[src/rtl/hilo_unit_if.sv]
// Request, core-handshake and HI/LO result signals of the hilo_unit.
// The slave modport is the unit itself; the master modport is its surroundings.
interface hilo_unit_if;
  logic        op_start;
  logic [2:0]  op_code;
  logic [31:0] rs_val;
  logic [31:0] rt_val;
  logic        core_start;
  logic        core_is_div;
  logic [31:0] core_a;
  logic [31:0] core_b;
  logic        core_done;
  logic [31:0] core_res_hi;
  logic [31:0] core_res_lo;
  logic [31:0] hi;
  logic [31:0] lo;
  logic        busy;
  logic        done;
  logic        div0;
  logic        err_timeout;

  modport master (
    output op_start, op_code, rs_val, rt_val, core_done, core_res_hi, core_res_lo,
    input  core_start, core_is_div, core_a, core_b, hi, lo, busy, done, div0, err_timeout
  );

  modport slave (
    input  op_start, op_code, rs_val, rt_val, core_done, core_res_hi, core_res_lo,
    output core_start, core_is_div, core_a, core_b, hi, lo, busy, done, div0, err_timeout
  );
endinterface

[src/rtl/hilo_unit.sv]
// Mult/div sequencer: feeds operand magnitudes to the iterative core, waits for it,
// applies sign fixup and owns the architectural HI/LO registers.
module hilo_unit #(
  parameter int unsigned TIMEOUT = 64,
  parameter int unsigned CW      = 7
) (
  input logic        clk,
  input logic        reset,
  hilo_unit_if.slave bus
);
  localparam int unsigned XLEN = 32;
  localparam int unsigned DLEN = 2 * XLEN;

  localparam logic [2:0] OP_MULT  = 3'd0;
  localparam logic [2:0] OP_MULTU = 3'd1;
  localparam logic [2:0] OP_DIV   = 3'd2;
  localparam logic [2:0] OP_DIVU  = 3'd3;
  localparam logic [2:0] OP_MTHI  = 3'd4;
  localparam logic [2:0] OP_MTLO  = 3'd5;

  typedef enum logic [1:0] {S_IDLE, S_LAUNCH, S_WAIT, S_FIXUP} state_e;

  state_e            state_q, state_d;
  logic [CW-1:0]     cnt_q, cnt_d;
  logic [XLEN-1:0]   hi_q, hi_d, lo_q, lo_d;
  logic [XLEN-1:0]   core_a_q, core_a_d, core_b_q, core_b_d;
  logic              core_is_div_q, core_is_div_d;
  logic              neg_res_q, neg_res_d, neg_rem_q, neg_rem_d;
  logic [XLEN-1:0]   res_hi_q, res_hi_d, res_lo_q, res_lo_d;
  logic              core_start_q, core_start_d;
  logic              done_q, done_d;
  logic              div0_q, div0_d;
  logic              err_timeout_q, err_timeout_d;
  logic              busy_q, busy_d;

  // Operand decode and magnitudes for the incoming request
  logic              op_signed, op_is_div, rs_neg, rt_neg;
  logic [XLEN-1:0]   mag_a, mag_b;
  assign op_signed = ~bus.op_code[0];
  assign op_is_div = bus.op_code[1];
  assign rs_neg    = op_signed & bus.rs_val[XLEN-1];
  assign rt_neg    = op_signed & bus.rt_val[XLEN-1];
  assign mag_a     = rs_neg ? (~bus.rs_val + XLEN'(1)) : bus.rs_val;
  assign mag_b     = rt_neg ? (~bus.rt_val + XLEN'(1)) : bus.rt_val;

  // Sign-corrected results from the latched unsigned core output
  logic [DLEN-1:0]   prod, prod_neg;
  logic [XLEN-1:0]   quot_neg, rem_neg;
  assign prod     = {res_hi_q, res_lo_q};
  assign prod_neg = ~prod + DLEN'(1);
  assign quot_neg = ~res_lo_q + XLEN'(1);
  assign rem_neg  = ~res_hi_q + XLEN'(1);

  always_comb begin
    state_d       = state_q;
    cnt_d         = cnt_q;
    hi_d          = hi_q;
    lo_d          = lo_q;
    core_a_d      = core_a_q;
    core_b_d      = core_b_q;
    core_is_div_d = core_is_div_q;
    neg_res_d     = neg_res_q;
    neg_rem_d     = neg_rem_q;
    res_hi_d      = res_hi_q;
    res_lo_d      = res_lo_q;
    core_start_d  = 1'b0;
    done_d        = 1'b0;
    div0_d        = 1'b0;
    err_timeout_d = 1'b0;

    unique case (state_q)
      S_IDLE: begin
        if (bus.op_start) begin
          unique case (bus.op_code)
            OP_MTHI: hi_d = bus.rs_val;
            OP_MTLO: lo_d = bus.rs_val;
            OP_MULT, OP_MULTU, OP_DIV, OP_DIVU: begin
              if (op_is_div && (bus.rt_val == '0)) begin
                div0_d = 1'b1;
              end else begin
                core_a_d      = mag_a;
                core_b_d      = mag_b;
                core_is_div_d = op_is_div;
                neg_res_d     = rs_neg ^ rt_neg;
                neg_rem_d     = rs_neg;
                core_start_d  = 1'b1;
                state_d       = S_LAUNCH;
              end
            end
            default: ;
          endcase
        end
      end
      S_LAUNCH: begin
        cnt_d   = '0;
        state_d = S_WAIT;
      end
      S_WAIT: begin
        cnt_d = cnt_q + CW'(1);
        // A completion on the final counted cycle still wins over the abort
        if (bus.core_done) begin
          res_hi_d = bus.core_res_hi;
          res_lo_d = bus.core_res_lo;
          state_d  = S_FIXUP;
        end else if (cnt_q == CW'(TIMEOUT - 1)) begin
          err_timeout_d = 1'b1;
          state_d       = S_IDLE;
        end
      end
      S_FIXUP: begin
        if (core_is_div_q) begin
          lo_d = neg_res_q ? quot_neg : res_lo_q;
          hi_d = neg_rem_q ? rem_neg  : res_hi_q;
        end else begin
          {hi_d, lo_d} = neg_res_q ? prod_neg : prod;
        end
        done_d  = 1'b1;
        state_d = S_IDLE;
      end
      default: state_d = S_IDLE;
    endcase

    busy_d = (state_d != S_IDLE);
  end

  always_ff @(posedge clk) begin
    if (reset) begin
      state_q       <= S_IDLE;
      cnt_q         <= '0;
      hi_q          <= '0;
      lo_q          <= '0;
      core_a_q      <= '0;
      core_b_q      <= '0;
      core_is_div_q <= 1'b0;
      neg_res_q     <= 1'b0;
      neg_rem_q     <= 1'b0;
      res_hi_q      <= '0;
      res_lo_q      <= '0;
      core_start_q  <= 1'b0;
      done_q        <= 1'b0;
      div0_q        <= 1'b0;
      err_timeout_q <= 1'b0;
      busy_q        <= 1'b0;
    end else begin
      state_q       <= state_d;
      cnt_q         <= cnt_d;
      hi_q          <= hi_d;
      lo_q          <= lo_d;
      core_a_q      <= core_a_d;
      core_b_q      <= core_b_d;
      core_is_div_q <= core_is_div_d;
      neg_res_q     <= neg_res_d;
      neg_rem_q     <= neg_rem_d;
      res_hi_q      <= res_hi_d;
      res_lo_q      <= res_lo_d;
      core_start_q  <= core_start_d;
      done_q        <= done_d;
      div0_q        <= div0_d;
      err_timeout_q <= err_timeout_d;
      busy_q        <= busy_d;
    end
  end

  assign bus.core_start  = core_start_q;
  assign bus.core_is_div = core_is_div_q;
  assign bus.core_a      = core_a_q;
  assign bus.core_b      = core_b_q;
  assign bus.hi          = hi_q;
  assign bus.lo          = lo_q;
  assign bus.busy        = busy_q;
  assign bus.done        = done_q;
  assign bus.div0        = div0_q;
  assign bus.err_timeout = err_timeout_q;
endmodule
[src/flat_wrapper.sv]
// flat-port wrapper written by rule: the top's interface ports become plain ports
module hilo_unit_flat 
#(
  parameter int unsigned TIMEOUT = 64,
  parameter int unsigned CW      = 7
)
  (clk, reset, bus_op_start, bus_op_code, bus_rs_val, bus_rt_val, bus_core_done, bus_core_res_hi, bus_core_res_lo, bus_core_start, bus_core_is_div, bus_core_a, bus_core_b, bus_hi, bus_lo, bus_busy, bus_done, bus_div0, bus_err_timeout);
  hilo_unit_if bus_i ();
  input logic clk;
  input logic reset;
  input wire logic [$bits(bus_i.op_start)-1:0] bus_op_start;
  input wire logic [$bits(bus_i.op_code)-1:0] bus_op_code;
  input wire logic [$bits(bus_i.rs_val)-1:0] bus_rs_val;
  input wire logic [$bits(bus_i.rt_val)-1:0] bus_rt_val;
  input wire logic [$bits(bus_i.core_done)-1:0] bus_core_done;
  input wire logic [$bits(bus_i.core_res_hi)-1:0] bus_core_res_hi;
  input wire logic [$bits(bus_i.core_res_lo)-1:0] bus_core_res_lo;
  output wire logic [$bits(bus_i.core_start)-1:0] bus_core_start;
  output wire logic [$bits(bus_i.core_is_div)-1:0] bus_core_is_div;
  output wire logic [$bits(bus_i.core_a)-1:0] bus_core_a;
  output wire logic [$bits(bus_i.core_b)-1:0] bus_core_b;
  output wire logic [$bits(bus_i.hi)-1:0] bus_hi;
  output wire logic [$bits(bus_i.lo)-1:0] bus_lo;
  output wire logic [$bits(bus_i.busy)-1:0] bus_busy;
  output wire logic [$bits(bus_i.done)-1:0] bus_done;
  output wire logic [$bits(bus_i.div0)-1:0] bus_div0;
  output wire logic [$bits(bus_i.err_timeout)-1:0] bus_err_timeout;
  assign bus_i.op_start = bus_op_start;
  assign bus_i.op_code = bus_op_code;
  assign bus_i.rs_val = bus_rs_val;
  assign bus_i.rt_val = bus_rt_val;
  assign bus_i.core_done = bus_core_done;
  assign bus_i.core_res_hi = bus_core_res_hi;
  assign bus_i.core_res_lo = bus_core_res_lo;
  assign bus_core_start = bus_i.core_start;
  assign bus_core_is_div = bus_i.core_is_div;
  assign bus_core_a = bus_i.core_a;
  assign bus_core_b = bus_i.core_b;
  assign bus_hi = bus_i.hi;
  assign bus_lo = bus_i.lo;
  assign bus_busy = bus_i.busy;
  assign bus_done = bus_i.done;
  assign bus_div0 = bus_i.div0;
  assign bus_err_timeout = bus_i.err_timeout;
  hilo_unit #(.TIMEOUT(TIMEOUT), .CW(CW)) u_core (.clk(clk), .reset(reset), .bus(bus_i));
endmodule
[config.mk]
export PLATFORM = sky130hd
export DESIGN_NAME = hilo_unit_flat
export DESIGN_NICKNAME = d
export VERILOG_FILES = /design/src/rtl/hilo_unit_if.sv /design/src/rtl/hilo_unit.sv /design/src/flat_wrapper.sv
export SDC_FILE = /design/constraint.sdc
export NUM_CORES = 1
export LEC_CHECK = 0
export CAP_MARGIN = 10
export CORE_MARGIN = 2
export CORE_UTILIZATION = 39
export DETAILED_ROUTE_END_ITERATION = 10
export PLACE_DENSITY_LB_ADDON = 0.15
export REMOVE_ABC_BUFFERS = 1
export SYNTH_ARGS = -nofsm -noshare
export SYNTH_HDL_FRONTEND = slang
export SYNTH_SLANG_ARGS = --single-unit
[constraint.sdc]
create_clock -name clk -period 6.74 [get_ports clk]
set_input_delay 1.011 -clock clk [delete_from_list [all_inputs] [get_ports clk]]
set_output_delay 1.011 -clock clk [all_outputs]
set_load 0.02 [all_outputs]
# Word-level counts from Yosys, hierarchy flattened
# Index checks and enable logic that the tools add are counted.
# totals
reg_bits	209
latch_bits	0
ramBits	0
romBits	0
input_bits	135
output_inout_bits	134
word_cells	86
memories	0
# op_classes
n_addsub	6
n_mul	0
div	0
order_cmp	0
eq_ne	12
n_shift	0
n_mux	24
n_bitwise	14
reduce_logical	14
# op_table
op	count
$mux 32	10
$add 32x1->32 const B	4
$not 32->32	4
$pmux 32 s2	2
$add 64x1->64 const B	1
$mux 64	1
$not 64->64	1
$logic_not 32->1	1
$pmux 7 s2	1
$mux 2	5
$pmux 2 s4	1
$reduce_or 4->1	2
$add 7x1->7 const B	1
$eq 7x6->1 const B	1
$eq 3x2->1 const B	2
$eq 3x3->1 const B	2
$ne 2x2->1 const B	3
$not 1->1	6
$reduce_and 3->1	2
$reduce_bool 2->1	3
$eq 2x2->1 const B	2
$mux 1	4
$reduce_and 4->1	1
$eq 3x1->1 const B	1
other kinds (8)	9

# Logic depth before layout (Yosys ltp)
# Gate-level depths: netlist of run 1.
# logic_depth
depth_word	7
ltp_mapped	10
depth_no_buf	8

# Least setup slack after synthesis of run 1
# Ideal clock, no wire load.
# synth_path
path_kind	input to register
from	input port bus_rt_val[2]
to	register u_core.core_a_q[10], in the netlist u_core.bus.core_a[10]
setup_ns	0.086
t_arrival_ns	2.983
t_required_ns	6.654
slack_ns	3.672
stages	8
n_path_buf	3
cell_sequence	or4_1 > nor4b_2 > and3_1 > buf_4 > a31oi_4 > buf_2 > buf_2 > a211oi_1
# synth_between
elab_chain_len	4
# synth_rtl
item	line	rtl
from (decl)	flat_wrapper.sv:14	input wire logic [$bits(bus_i.rt_val)-1:0] bus_rt_val;
$logic_not 32->1	hilo_unit.sv:78	if (op_is_div && (bus.rt_val == '0)) begin
$logic_and 1x1->1	hilo_unit.sv:78	
$not 1->1 (no line)	-	
$reduce_and 4->1 (no line)	-	
to (signal assigned)	hilo_unit.sv:149	core_a_q <= core_a_d;
to (decl)	hilo_unit.sv:26	logic [XLEN-1:0] core_a_q, core_a_d, core_b_q, core_b_d;
# No other way between the ends.
# A chain may end at the register's enable or synchronous reset.

# Final worst setup path of run 1
# layout_path
from	input port bus_rt_val[2]
to	register u_core.core_a_q[14], in the netlist u_core.bus.core_a[14]
# Same word-level chain as after synthesis.

==> results by group, run 1 <==
Pwr
  • VDD IR-drop max: 0.195 mV
  • Sw Pwr: 0.00117 W
  • Cell-internal power: 0.00243 W
  • Clk pwr share: 35.4%
  • Combinational power share: 26.4%
  • PD cells: 239 nW/µm²
  • Net Sw Frac: 32.5%
  • Static leakage: 5.22 nW
  • Reg power frac: 38.2%

Floorplanning
  • Die ar.: 30700 µm²
  • # IOs: 269
  • Core Region: 28800 µm²
  • Initial core utilization: 39.7%
  • FP Rows: 62
  • Die Wd: 175 µm
  • Die H: 175 µm

Detailed routing
  • DR DRC count: 0
  • Post-route ant nets: 0
  • Vias per inst: 5.75
  • Via count: 12000
  • Drt first pass iters: 6
  • DR iter-0 viols: 992
  • Wirelength per Cell: 20.5 µm
  • Routed WL: 43000 µm

Placement
  • Area post-placement: 14300 µm²
  • Hpwl dp: 31300 µm
  • PortBufs: 268
  • GPL Wtd Cong: 0.889

CTS
  • Post-CTS setup buffer count: 0
  • TritonCTS Sinks: 209
  • Worst-path clk slew: 0.06 ns
  • CTS H-tree lvls: 1
  • Clock buffer depth: 3
  • # hold bufs at CTS: 0
  • # resized after CTS: 0
  • Root Driver: clkbuf_16
  • CTS tree: built
  • Worst skew pair latency: 0.54 ns
  • CTS buffer count: 25

Synth
  • Ys async rst share: 0%
  • Post-Syn Instances: 1491
  • Synth Area per Inst: 7.66 µm²
  • Post-synth EDFFs: 0
  • Register area share after synthesis: 36.7%
  • Synth Warn #: 0
  • Synth Flop Type: dfxtp_1
  • Synth cell types: 79
  • Synth area leader: dfxtp_1
  • Top cells by area, synth: dfxtp_1, a21oi_1, nand2_1, nor2_1, xnor2_1
  • Seq cells post-synth: 209
  • Post-synthesis cell area: 11400 µm²
  • Post-synth top area share: 36.7%

Layout
  • Fin nets: 1839
  • N_diodes: 0
  • Final design area excluding fillers: 15100 µm²
  • Share of layout cells above drive strength 1: 4.92%
  • Area Growth Syn to Fin: 31.9%

Setup path
  • Critical Path RT: 7.12 ns
  • R2R Setup Slk: 3.39 ns
  • Worst R2R Start: u_core.res_lo_q[8]$_SDFFE_PP0P_
  • Crit end category: flip-flop
  • CP cell instances: clkdlybuf4s50_1, or4_1, nor4b_2, and3_1, a31oi_4, buf_4, o21ai_0, a21oi_1
  • CP Launch Point: bus_rt_val[2]
  • CP max stage delay: 0.64 ns
  • Crit start category: input port
  • Critical path's slowest cell: or4_1
  • Critical path class: in2reg
  • Critical Path Fanout Max: 68
  • Critical path data arrival time: 3.93 ns

Global route
  • GRT Total Usage: 27.0%
  • First-pass GRT wire length: 65700 µm
  • Vias in the first global route: 11300
  • M2 GR Usage: 44.7%
  • M1 GR Usage: 35.3%
  • Grt ovf: 0
  • GR Util met3: 4.29%
  • Largest net degree at the start of global routing: 80
  • Initial antenna violation count: 1
  • GR peak layer: met2

Timing
  • Clock Skew: 0.0229 ns
  • Crit share post-route: 52.7%
  • Final Hold Fails: 0
  • Pins over their slew limit: 0
  • Final setup violation count: 0
  • Min Tclk post-route: 3.55 ns
  • Max_slew headroom: 25.8%
  • Worst-Margin Slew: 1.10 ns
  • RSZ-0062 raised after global routing: no
  • FMAX: 281 MHz
  • Setup TNS: 0 ns

Run status
  • Status: completed

Hold path
  • Worst Hold Launch: u_core.bus.lo[13]$_SDFFE_PP0P_
  • Min-delay worst type: reg2reg

Run
  • Max Cap Violations: 0
## power groups by stage
stage | Combinational (W) | Clock (W) | Sequential, W
floorplan | 0.000442 | 0 | 0.00146
global placement | 0.000934 | 0 | 0.00140
detailed placement | 0.000939 | 0 | 0.00140
CTS | 0.000943 | 0.00130 | 0.00137
global route | 0.00102 | 0.00135 | 0.00138
finish | 0.000950 | 0.00127 | 0.00137
## final cells by class
cell class                 count  area, µm²
fill                        2822      13700
multi-input combinational   1146       6730
sequential                   209       4180
timing repair buffer         286       2820
clock buffer                  36        687
tap                          384        480
inverter                      26       97.6
clock inverter                 6       61.3
## registers in the layout, indices dropped and copies added, names as in the netlist
name and flops:
u_core.bus.busy 1, u_core.bus.core_a 32, u_core.bus.core_b 32, u_core.bus.core_is_div 1, u_core.bus.core_start 1, u_core.bus.div0 1, u_core.bus.done 1, u_core.bus.err_timeout 1
u_core.bus.hi 32, u_core.bus.lo 32, u_core.cnt_q 7, u_core.neg_rem_q 1, u_core.neg_res_q 1, u_core.res_hi_q 32, u_core.res_lo_q 32, u_core.state_q 2
## placed cells by master (no fill, tap or decap), drive strengths merged, types with 8 or more instances in the layout
master,count
a21o,9
nor3,43
nand3,22
nand4,11
clkdlybuf4s50,267
o211ai,13
buf,19
nor2,140
o21ai,88
xor2,51
a211o,8
inv,27
o41ai,14
a211oi,51
xnor2,51
dfxtp,209
clkbuf,36
or4,30
o31ai,13
nor4,32
nand2,213
a21oi,182
or3,23
a31oi,29
ha,10
## through the flow
step | hold slack (ns) | worst slack, ns | instances | power (W) | util, %
floorplan | 0.435 | 2.29 | 1381 | 0.00190 | -
CTS | 0.454 | 3.25 | 2093 | 0.00362 | 52.3
finish | 0.451 | 3.19 | 2093 | 0.00360 | 52.3
global route | 0.468 | 3.06 | 2093 | 0.00376 | 52.3
global placement | 0.442 | 2.77 | 2051 | 0.00233 | 49.7
detailed placement | 0.446 | 2.71 | 2051 | 0.00234 | 49.7
## Yosys cell counts (all sizes together) (4+ instances only)
| library cell | count |
|---|---|
| clkbuf | 92 |
| nor3b | 4 |
| a211oi | 51 |
| nand4 | 11 |
| o22ai | 5 |
| xnor2 | 51 |
| or4 | 30 |
| o21ai | 88 |
| a2111oi | 6 |
| a221oi | 7 |
| o21a | 4 |
| buf | 18 |
| o2111ai | 4 |
| a31oi | 29 |
| nor2b | 5 |
| nor4 | 32 |
| nand3 | 22 |
| ha | 10 |
| nor3 | 43 |
| a211o | 8 |
| or3 | 23 |
| nand2b | 7 |
| xor2 | 51 |
| a41oi | 4 |
| dfxtp | 209 |
| a21oi | 182 |
| a21o | 9 |
| inv | 26 |
| or2 | 5 |
| and3 | 7 |
| mux2i | 4 |
| o211ai | 13 |
| nor2 | 140 |
| nand2 | 213 |
| o41ai | 14 |
| a311oi | 4 |
| o31ai | 13 |
## critical path: cells and delay by family
kind	cells	cell delay, ns
buf+inv	2	0.83
compound gates	3	0.43
simple gates	3	1.63
## routing by layer
metal  up-vias  routed length (µm)
met4         2                1720
met1      5650               18300
met2       482               19800
met3        99                3060
li1       5809                   -
met5         -                  12
## kinds of logic after synthesis
| group | count (synthesis) | synth area share [%] |
|---|---|---|
| multiplexers | 7 | 0.647 |
| AND/OR/NAND/NOR | 560 | 23.5 |
| adder cells (fa/ha/maj) | 10 | 1.10 |
| AO/OA/AOI/OAI | 467 | 25.7 |
| flip-flops | 209 | 36.7 |
| buffers and inverters | 136 | 4.61 |
| XOR/XNOR | 102 | 7.83 |
## worst paths after layout
check,to,depth (start not counted)
max,u_core.bus.core_a[14]$_SDFFE_PP0P_,8
min,u_core.bus.lo[13]$_SDFFE_PP0P_,2
max reg2reg,u_core.bus.hi[22]$_SDFFE_PP0P_,6
min reg2reg,u_core.bus.lo[13]$_SDFFE_PP0P_,2
(Power assumes the default switching activity.)
==> run 2: changes to the inputs <==
Clock period 6.74 ns to 2.9 ns, I/O delays scaled along.
==> run 2 against run 1 <==
Hold slack got worse by 0.17 ns. Power increased by 150%. Count of clock-buffer cells in the layout decreased by 2. Cell count increased by 5.1%. Critical path type is now reg2reg. Flip-flop and latch count unchanged. Critical path depth decreased by 2. Non-clock buffer count increased by 106. Clock skew decreased by 0.0084 ns. Via count increased by 4.4%. Critical endpoint is now u_core.bus.hi[25]$_SDFFE_PP0P_. Die area unchanged.
==> results by group, run 2 (same netlist as run 1, synthesis figures left out) <==
Run status
  • Status: completed

Detailed routing
  • DR iter-0 viols: 1073 (+8.2%)
  • Vias per inst: 5.71 (-0.68%)
  • Drt first pass iters: 5 (-1)
  • Post-route ant nets: 0 (unchanged)
  • Routed WL: 44700 µm (+4.1%)
  • Wirelength per Cell: 20.3 µm (-0.98%)
  • Via count: 12600 (+4.4%)
  • DR DRC count: 0 (unchanged)

Setup path
  • Critical Path Fanout Max: 6 (-91%)
  • Crit start category: flip-flop
  • Worst reg2reg endpoint: u_core.bus.hi[25]$_SDFFE_PP0P_
  • Critical path class: reg2reg
  • Critical Path RT: 3.30 ns (-3.82 ns)
  • R2R Setup Slk: 0.10 ns (-3.29 ns)
  • Critical path data arrival time: 3.20 ns (-0.73 ns)
  • Cell depth of the worst flop-to-flop path: 6 (unchanged)
  • Crit end category: flip-flop
  • Worst R2R Start: u_core.res_lo_q[5]$_SDFFE_PP0P_

Layout
  • Leading cell types in the layout, fill and taps excluded: clkdlybuf4s50_1, nand2_1, dfxtp_1
  • Area Growth Syn to Fin: 40.1%
  • Final design area excluding fillers: 16000 µm² (+6.2%)
  • Fillers: 2753 (-2.4%)
  • N_diodes: 0 (unchanged)
  • Multi-input gate area: 6730 µm² (about the same)
  • Commonest non-fill, non-tap cell in the layout: clkdlybuf4s50_1
  • Fin nets: 1945 (+5.8%)
  • Share of layout cells above drive strength 1: 10.6% (+5.7 points)
  • Register Area: 4180 µm² (unchanged)

Timing
  • Max_slew headroom: 51.2% (+25 points)
  • Crit share post-route: 96.5%
  • Fin worst setup slack: 0.102 ns (-3.08 ns)
  • Pins over their slew limit: 0 (unchanged)
  • Final setup violation count: 0 (unchanged)
  • Clock Skew: 0.0145 ns (-0.00838 ns)
  • FMAX: 357 MHz
  • Hold slack: 0.285 ns (-0.167 ns)
  • Final Hold Fails: 0 (unchanged)
  • Worst-Margin Slew: 0.732 ns (-0.372 ns)
  • RSZ-0062 raised after global routing: no
  • Min Tclk post-route: 2.80 ns

CTS
  • CTS H-tree lvls: 1 (unchanged)
  • Root Driver: clkbuf_16
  • Clock buffer depth: 3 (unchanged)
  • Worst skew pair latency: 0.54 ns (about the same)
  • Worst-path clk slew: 0.06 ns (about the same)
  • CTS tree: built
  • CTS buffer count: 25 (unchanged)
  • TritonCTS Sinks: 209 (unchanged)
  • # resized after CTS: 0 (unchanged)
  • # hold bufs at CTS: 0 (unchanged)
  • Post-CTS setup buffer count: 0 (unchanged)

Floorplanning
  • # IOs: 269 (unchanged)
  • Initial core utilization: 39.7% (unchanged)
  • Core Region: 28800 µm² (unchanged)
  • Die Wd: 175 µm (unchanged)
  • Die H: 175 µm (unchanged)
  • Die ar.: 30700 µm² (unchanged)
  • FP Rows: 62 (unchanged)

Global route
  • Vias in the first global route: 11800 (+4.8%)
  • Initial antenna violation count: 0 (-1)
  • Grt ovf: 0 (unchanged)
  • First-pass GRT wire length: 68200 µm (+3.9%)
  • Largest net degree at the start of global routing: 65 (-19%)
  • GRT Total Usage: 28.3% (+1.3 points)

Run
  • Max Cap Violations: 0 (unchanged)

Placement
  • PortBufs: 268 (unchanged)
  • Hpwl dp: 33700 µm (+7.7%)
  • Area post-placement: 15100 µm² (+5.9%)
  • GPL Wtd Cong: 0.910 (+2.4%)
  • Setup WS pre-CTS: -0.119 ns (-2.83 ns)

Pwr
  • Static leakage: 5.81 nW (+11%)
  • PD cells: 560 nW/µm² (+130%)
  • VDD IR-drop max: 0.419 mV (+110%)

Hold path
  • Worst Hold Launch: reset
  • Hold path depth: 2 (unchanged)
  • Min-delay worst type: in2reg
  • WHS Endpoint: u_core.bus.lo[1]$_SDFFE_PP0P_
==> run 2: cell types whose count changed in the layout (fill, tap and decap cells not counted) <==
| cell | before | now |
|---|---|---|
| clkbuf_1 | 9 | 6 |
| bufinv_16 | 1 | 4 |
| clkbuf_8 | 2 | 3 |
| nor2_2 | 1 | 0 |
| buf_4 | 19 | 121 |
| clkinvlp_4 | 1 | 0 |
| buf_12 | 0 | 4 |
| clkinv_4 | 0 | 1 |
| nor2_1 | 139 | 140 |
==> run 2: how the worst max path moves through the flow <==
stage	slack (ns)	to	depth (start not counted)	from
after floorplan	-1.55	u_core.bus.lo[24]$_SDFFE_PP0P_	6	u_core.state_q[0]$_SDFF_PP0_
after global placement	-0.1	u_core.bus.core_a[17]$_SDFFE_PP0P_	8	bus_rt_val[3]
after CTS	0.17	u_core.bus.hi[10]$_SDFFE_PP0P_	6	u_core.res_lo_q[5]$_SDFFE_PP0P_
final	0.10	u_core.bus.hi[25]$_SDFFE_PP0P_	6	u_core.res_lo_q[5]$_SDFFE_PP0P_
after detailed placement	-0.12	u_core.bus.core_a[22]$_SDFFE_PP0P_	8	bus_rt_val[3]
after global routing	0.02	u_core.bus.lo[23]$_SDFFE_PP0P_	6	u_core.res_lo_q[5]$_SDFFE_PP0P_
==> run 2: through the flow <==
stage                     utilization (%)  power, W  cells  setup TNS [ns]
final                                55.6   0.00896   2200               0
after global routing                 55.6   0.00934   2200               0
after CTS                            55.6   0.00899   2200               0
after detailed placement             52.6   0.00571   2157           -2.83
after global placement               52.6   0.00570   2157           -2.11
after floorplan                         -   0.00442   1381          -69.50
==> run 2: where the power goes <==
part           switching (W)  total, W  internal (W)
logic                0.00141   0.00250       0.00109
registers           0.000136   0.00319       0.00305
clock network        0.00127   0.00328       0.00201
==> run 2: area by class of cell <==
class,count,area share [%]
clock inverter,9,0.955
inverter,26,0.610
timing repair buffer,392,22.9
clock buffer,34,4.31
multi-input combinational,1146,42.1
sequential,209,26.2
tap,384,3.00
==> run 2: critical path, stage by stage, from the launching register on <==
cell and delay, ns:
dfxtp_1 0.36, or4_1 0.67, nor4_1 0.53, and3_1 0.38, a21oi_1 0.15, a2111oi_0 0.47, a221oi_1 0.09
==> run 2: per-layer routing <==
metal / track usage (%) / routed length (µm) / vias to the layer above
li1: - / - / 6038
met1: 37.1 / 19100 / 5884
met2: 47.6 / 20900 / 555
met3: 4.18 / 3100 / 95
met4: 9.72 / 1640 / 0
met5: 0 / 0 / -
==> run 3: changes to the inputs <==
Settings changed: CORE_UTILIZATION 39 to 46.
==> run 3 against run 2 <==
Clock power down 2%. Die area down 15%. Via count about the same. Critical path type unchanged. Largest cell class unchanged.
==> results by group, run 3 (same netlist as run 1, synthesis figures left out) <==
Timing
  • Min Tclk post-route: 2.75 ns (-0.0431 ns)
  • RSZ-0062 raised after global routing: no
  • FMAX: 363 MHz (+1.6%)
  • Final setup violation count: 0 (unchanged)
  • Clock Skew: 0.0163 ns (+0.00175 ns)
  • Setup TNS: 0 ns (unchanged)
  • Crit share post-route: 95.0% (-1.5 points)
  • Hold slack: 0.336 ns (+0.0514 ns)
  • Worst-Margin Slew: 0.808 ns (+0.0757 ns)
  • Pins over their slew limit: 0 (unchanged)
  • Final Hold Fails: 0 (unchanged)
  • Max_slew headroom: 45.9% (-5.2 points)

Hold path
  • Worst Hold Launch: reset
  • Min-delay worst type: in2reg
  • Hold path depth: 2 (unchanged)
  • WHS Endpoint: u_core.res_hi_q[4]$_SDFFE_PP0P_

Run
  • Max Cap Violations: 0 (unchanged)

CTS
  • CTS tree: built
  • Clock buffer depth: 3 (unchanged)
  • Root Driver: clkbuf_16
  • Worst-path clk slew: 0.06 ns (about the same)
  • CTS buffer count: 24 (-4.0%)
  • Worst skew pair latency: 0.52 ns (-0.02 ns)
  • CTS H-tree lvls: 1 (unchanged)
  • # hold bufs at CTS: 0 (unchanged)
  • TritonCTS Sinks: 209 (unchanged)

Floorplanning
  • # IOs: 269 (unchanged)
  • Core Region: 24300 µm² (-15%)
  • Die H: 162 µm (-7.7%)
  • Die Wd: 162 µm (-7.7%)
  • Initial core utilization: 46.9% (+7.3 points)
  • FP Rows: 57 (-8.1%)
  • Die ar.: 26100 µm² (-15%)

Pwr
  • Reg power frac: 35.9% (+0.3 points)
  • Combinational power share: 28.0% (about the same)
  • Clk pwr share: 36.1% (-0.5 points)
  • VDD IR-drop max: 0.361 mV (-14%)
  • PD cells: 558 nW/µm² (-0.39%)
  • Cell-internal power: 0.00612 W (-0.50%)
  • Sw Pwr: 0.00275 W (-2.0%)
  • Net Sw Frac: 31.0% (-0.33 points)
  • Static leakage: 5.78 nW (-0.60%)

Global route
  • Largest net degree at the start of global routing: 65 (unchanged)
  • Initial antenna violation count: 0 (unchanged)
  • GRT Total Usage: 31.3% (+3.0 points)
  • First-pass GRT wire length: 65000 µm (-4.8%)
  • Grt ovf: 0 (unchanged)
  • Vias in the first global route: 11800 (-0.042%)

Layout
  • Fin nets: 1938 (-0.36%)
  • Post-Layout Cell Count: 2137 (-2.9%)
  • Final Core Density: 65.4% (+9.8 points)
  • Leading cell types in the layout, fill and taps excluded: clkdlybuf4s50_1, nand2_1, dfxtp_1
  • Commonest non-fill, non-tap cell in the layout: clkdlybuf4s50_1
  • Share of layout cells above drive strength 1: 10.4% (-0.25 points)
  • Area Growth Syn to Fin: 39.2%

Setup path
  • Critical path class: reg2reg
  • Critical Path Fanout Max: 7 (+1)
  • Cell depth of the worst flop-to-flop path: 6 (unchanged)
  • Crit start category: flip-flop
  • Critical path data arrival time: 3.22 ns (+0.02 ns)
  • R2R Setup Slk: 0.15 ns (+0.04 ns)
  • Critical Path RT: 3.36 ns (+0.06 ns)
  • Worst reg2reg endpoint: u_core.bus.lo[15]$_SDFFE_PP0P_
  • Worst R2R Start: u_core.res_lo_q[8]$_SDFFE_PP0P_
  • Crit end category: flip-flop

Placement
  • PortBufs: 268 (unchanged)
  • GPL Wtd Cong: 0.954 (+4.8%)
  • Placed insts: 2091 (-3.1%)
  • Hpwl dp: 32100 µm (-4.8%)

Detailed routing
  • Drt first pass iters: 5 (unchanged)
  • Vias per inst: 5.88 (+2.9%)
  • Routed WL: 42500 µm (-4.9%)
  • Post-route ant nets: 0 (unchanged)
  • Wirelength per Cell: 19.9 µm (-2.1%)
  • DR iter-0 viols: 1091 (+1.7%)
  • Via count: 12600 (-0.040%)
  • DR DRC count: 0 (unchanged)

Run status
  • Status: completed
==> run 3: cell types whose count changed in the layout (fill, tap and decap cells not counted), sizes merged <==
cell / before / now
diode: 0 / 2
bufinv: 4 / 3
clkinv: 4 / 3
clkbuf: 34 / 37
inv: 27 / 26
clkinvlp: 0 / 1
buf: 125 / 119
==> run 3: per-stage QoR <==
step / instance area (µm²) / setup slack, ns / power, W
after global placement: 15100 / 0.0256 / 0.00566
after detailed placement: 15100 / -0.0365 / 0.00568
after CTS: 15900 / 0.148 / 0.00887
after floorplan: 11000 / -1.55 / 0.00442
final: 15900 / 0.145 / 0.00887
after global routing: 15900 / 0.0717 / 0.00922
==> run 3: worst max path at each step <==
stage | depth (start not counted) | from | slack [ns] | endpoint
floorplan | 6 | u_core.state_q[0]$_SDFF_PP0_ | -1.55 | u_core.bus.lo[24]$_SDFFE_PP0P_
global placement | 8 | bus_rt_val[2] | 0.03 | u_core.bus.core_a[30]$_SDFFE_PP0P_
detailed placement | 8 | bus_rt_val[2] | -0.04 | u_core.bus.core_a[27]$_SDFFE_PP0P_
CTS | 6 | u_core.res_lo_q[8]$_SDFFE_PP0P_ | 0.15 | u_core.bus.lo[15]$_SDFFE_PP0P_
global route | 6 | u_core.res_lo_q[5]$_SDFFE_PP0P_ | 0.07 | u_core.bus.hi[25]$_SDFFE_PP0P_
finish | 6 | u_core.res_lo_q[8]$_SDFFE_PP0P_ | 0.15 | u_core.bus.lo[15]$_SDFFE_PP0P_
==> run 3: cell type report <==
cell class	instances	area [µm²]
fill	2166	8420
multi-input combinational	1146	6730
sequential	209	4180
timing repair buffer	386	3640
clock buffer	37	721
tap	324	405
clock inverter	7	113
inverter	26	97.6
antenna	2	5.00
==> run 3: metal layers <==
metal	up-vias	wire (µm)	track usage [%]
met5	-	0	0
met4	0	1460	11.0
met3	95	3420	4.93
met2	580	20200	54.2
met1	5868	17400	39.6
li1	6024	-	-
==> run 3: what timing repair did <==
action,in CTS,in global routing
resized for setup,0,1
setup buffers,0,0
setup endpoints to repair,0,1
==> run 3: power by group through the flow <==
stage          Combinational, W  Clock [W]  Sequential, W
2_1_floorplan           0.00103          0        0.00340
3_3_place_gp            0.00242          0        0.00325
3_5_place_dp            0.00244          0        0.00325
4_1_cts                 0.00245    0.00323        0.00319
5_1_grt                 0.00266    0.00336        0.00321
6_report                0.00248    0.00320        0.00319
==> run 3: worst max-delay path, cell delays in order, from the launching register on <==
cell and delay [ns]:
dfxtp_1 0.36, or4_1 0.73, or4_1 0.58, o41ai_1 0.35, xor2_1 0.12, a2111oi_0 0.41, a31o_1 0.14
==> RTL edit (flow settings as in run 2) <==
Re-encode `state_e` (4 states) as one-hot, 4 bits wide.
--- a/src/rtl/hilo_unit.sv
+++ b/src/rtl/hilo_unit.sv
@@ -18,7 +18,7 @@
   localparam logic [2:0] OP_MTHI  = 3'd4;
   localparam logic [2:0] OP_MTLO  = 3'd5;
 
-  typedef enum logic [1:0] {S_IDLE, S_LAUNCH, S_WAIT, S_FIXUP} state_e;
+  typedef enum logic [3:0] {S_IDLE = 4'b0001, S_LAUNCH = 4'b0010, S_WAIT = 4'b0100, S_FIXUP = 4'b1000} state_e;
 
   state_e            state_q, state_d;
   logic [CW-1:0]     cnt_q, cnt_d;
Check against the original RTL: no difference found for any inputs over 4 cycles, from zero or initial values and one cycle with reset high; so few cycles prove little.
==> RTL edit against run 2 <==
- routed wire length is 6.5% lower
- setup slack better by 130 ps
- non-clock buffer count stayed put
- utilization hardly changed
- final cell count is 1.5% lower
- design area is 0.57% lower
- sequential cell count is 2 higher
- synthesized area is 0.78% lower
- critical endpoint is now u_core.bus.hi[8]
- highest routed layer unchanged
Power is not compared: it rests on default switching activity, and its combinational part moved more than twofold at a synthesized area within 25%.
==> RTL edit: results (changes against run 2) <==
run_status:
  status: "complete, no violations"
global_routing:
  grt.total_usage_pct: 26.5  # -1.9 points
  grt_max_degree: 85  # +31%
  grt_pass1_wl_um: 63800  # -6.5%
  grt_pass1_vias: 11100  # -6.1%
critical_path:
  r2r_slack_ps: 230  # +130 ps
  reg2reg_depth: 11  # +5
  arrival_ps: 3060  # -140 ps
  r2r-end: "u_core.bus.hi[8]"
  critPathMaxStageDelay_ps: 380  # -290 ps
  crit_path_top_delay_cell: "dfxtp_1"
  cp_max_fo: 5  # -1
  regToRegStartpoint: "u_core.res_lo_q[0]"
clocking:
  cts_setup_buffers: 0  # unchanged
  cts_made_buffers: 24  # -4.0%
  cts-root-buf: "clkbuf_16"
routing:
  drt_wl_total_um: 41800  # -6.5%
  route.vias.total: 11800  # -6.0%
  first_pass_iters: 5  # unchanged
  drt_iter0_markers: 842  # -22%
cells_and_area:
  nNetsFinal: 1907  # -2.0%
  drive_above_1_share_pct: 12.9  # +2.3 points
synthesis:
  synthDistinctLibCells: 63  # -20%
  synth_ff_type: "dfxtp_1"
  ys_seq_area_share_pct: 37.3  # +0.64 points
  yosys-top-cells-count: "dfxtp_1, nand2_1, nor2_1"
  ys_warn_count: 0  # unchanged
  synthTopCellsByArea: "dfxtp_1, nand2_1, nor2_1"
min_path:
  min_from: "reset"
  hold_end: "u_core.bus.lo[5]"
  hold_class: "primary input to flop"
placed_design:
  gp_congestion: 0.932  # +2.4%
  dp_hpwl_um: 32100  # -4.6%
timing:
  tightest_slew_ps: 768  # +36.2 ps
  fin_worst_skew_ps: 10.1  # -4.46 ps
power:
  ir_drop_mv: 0.352
-- RTL edit: cell count changes after synthesis, moves of 9 or more --
| cell | delta |
|---|---|
| or4_1 | -23 |
| a211oi_1 | -9 |
| o21ai_0 | -18 |
| a21oi_1 | -32 |
| xor2_1 | +14 |
| inv_1 | -9 |
| nor2_1 | +63 |
| o211ai_1 | -9 |
| or3_1 | -12 |
| a31oi_1 | -11 |
| a22oi_1 | +10 |
| a211oi_2 | +50 |
| nor3_1 | -12 |
-- RTL edit: layout make-up --
class,count,area [um^2]
Clock inverter,8,151
Clock buffer,33,674
Multi-Input combinational cell,1121,6590
Timing Repair Buffer,392,3710
Sequential cell,211,4220
Fill cell,2738,12700
Inverter,17,63.8
Tap cell,384,480
-- RTL edit: report_power, final --
group	internal, mW	total (mW)	switching, mW
registers	3.00	3.06	0.0653
clock network	1.97	3.18	1.21
logic	0.563	1.17	0.603
total	5.53	7.41	1.88
-- RTL edit: worst max-delay path by stage --
stage                                 end  slack (ps)  cells after the start
finish                   u_core.bus.hi[8]         230                     11
global route            u_core.bus.hi[24]          10                     11
CTS                     u_core.bus.hi[20]         140                      7
detailed placement  u_core.bus.core_b[21]        -170                      8
global placement     u_core.bus.core_b[8]        -140                      8
floorplan               u_core.bus.hi[15]       -5840                      4
-- RTL edit: critical path, delay by kind of cell, from the launching register on --
family	cells	cell delay [ps]
buffers and inverters	3	440
AND/OR/NAND/NOR	4	850
XOR/XNOR	1	290
AO/OA/AOI/OAI	2	370
adder cells (fa/ha/maj)	1	210
flip-flops	1	380
-- RTL edit: cell families after synthesis --
family                   Yosys count  synth area share [%]
XOR/XNOR                         117                  9.05
multiplexers                       4                 0.365
AND/OR/NAND/NOR                  583                  23.2
buffers and inverters            115                  4.73
AO/OA/AOI/OAI                    412                  24.8
flip-flops                       211                  37.3
adder cells (fa/ha/maj)            5                 0.552
-- RTL edit: layer usage --
| layer | GRT usage (%) | wire length, um |
|---|---|---|
| met1 | 36.5 | 19000 |
| met2 | 42.7 | 18900 |
| met3 | 3.37 | 2480 |
| met4 | 9.00 | 1490 |
| met5 | 0 | 0 |
-- RTL edit: through the flow --
| step | instances | instance area, um^2 | setup WS [ps] | total power, mW | hold WS (ps) |
|---|---|---|---|---|---|
| after floorplan | 1349 | 10900 | -5840 | 3.61 | 442 |
| after global placement | 2125 | 15100 | -144 | 4.27 | 444 |
| after detailed placement | 2125 | 15100 | -172 | 4.28 | 446 |
| after CTS | 2166 | 15900 | 143 | 7.47 | 271 |
| after global routing | 2166 | 15900 | 11.9 | 7.67 | 291 |
| final | 2166 | 15900 | 232 | 7.41 | 283 |
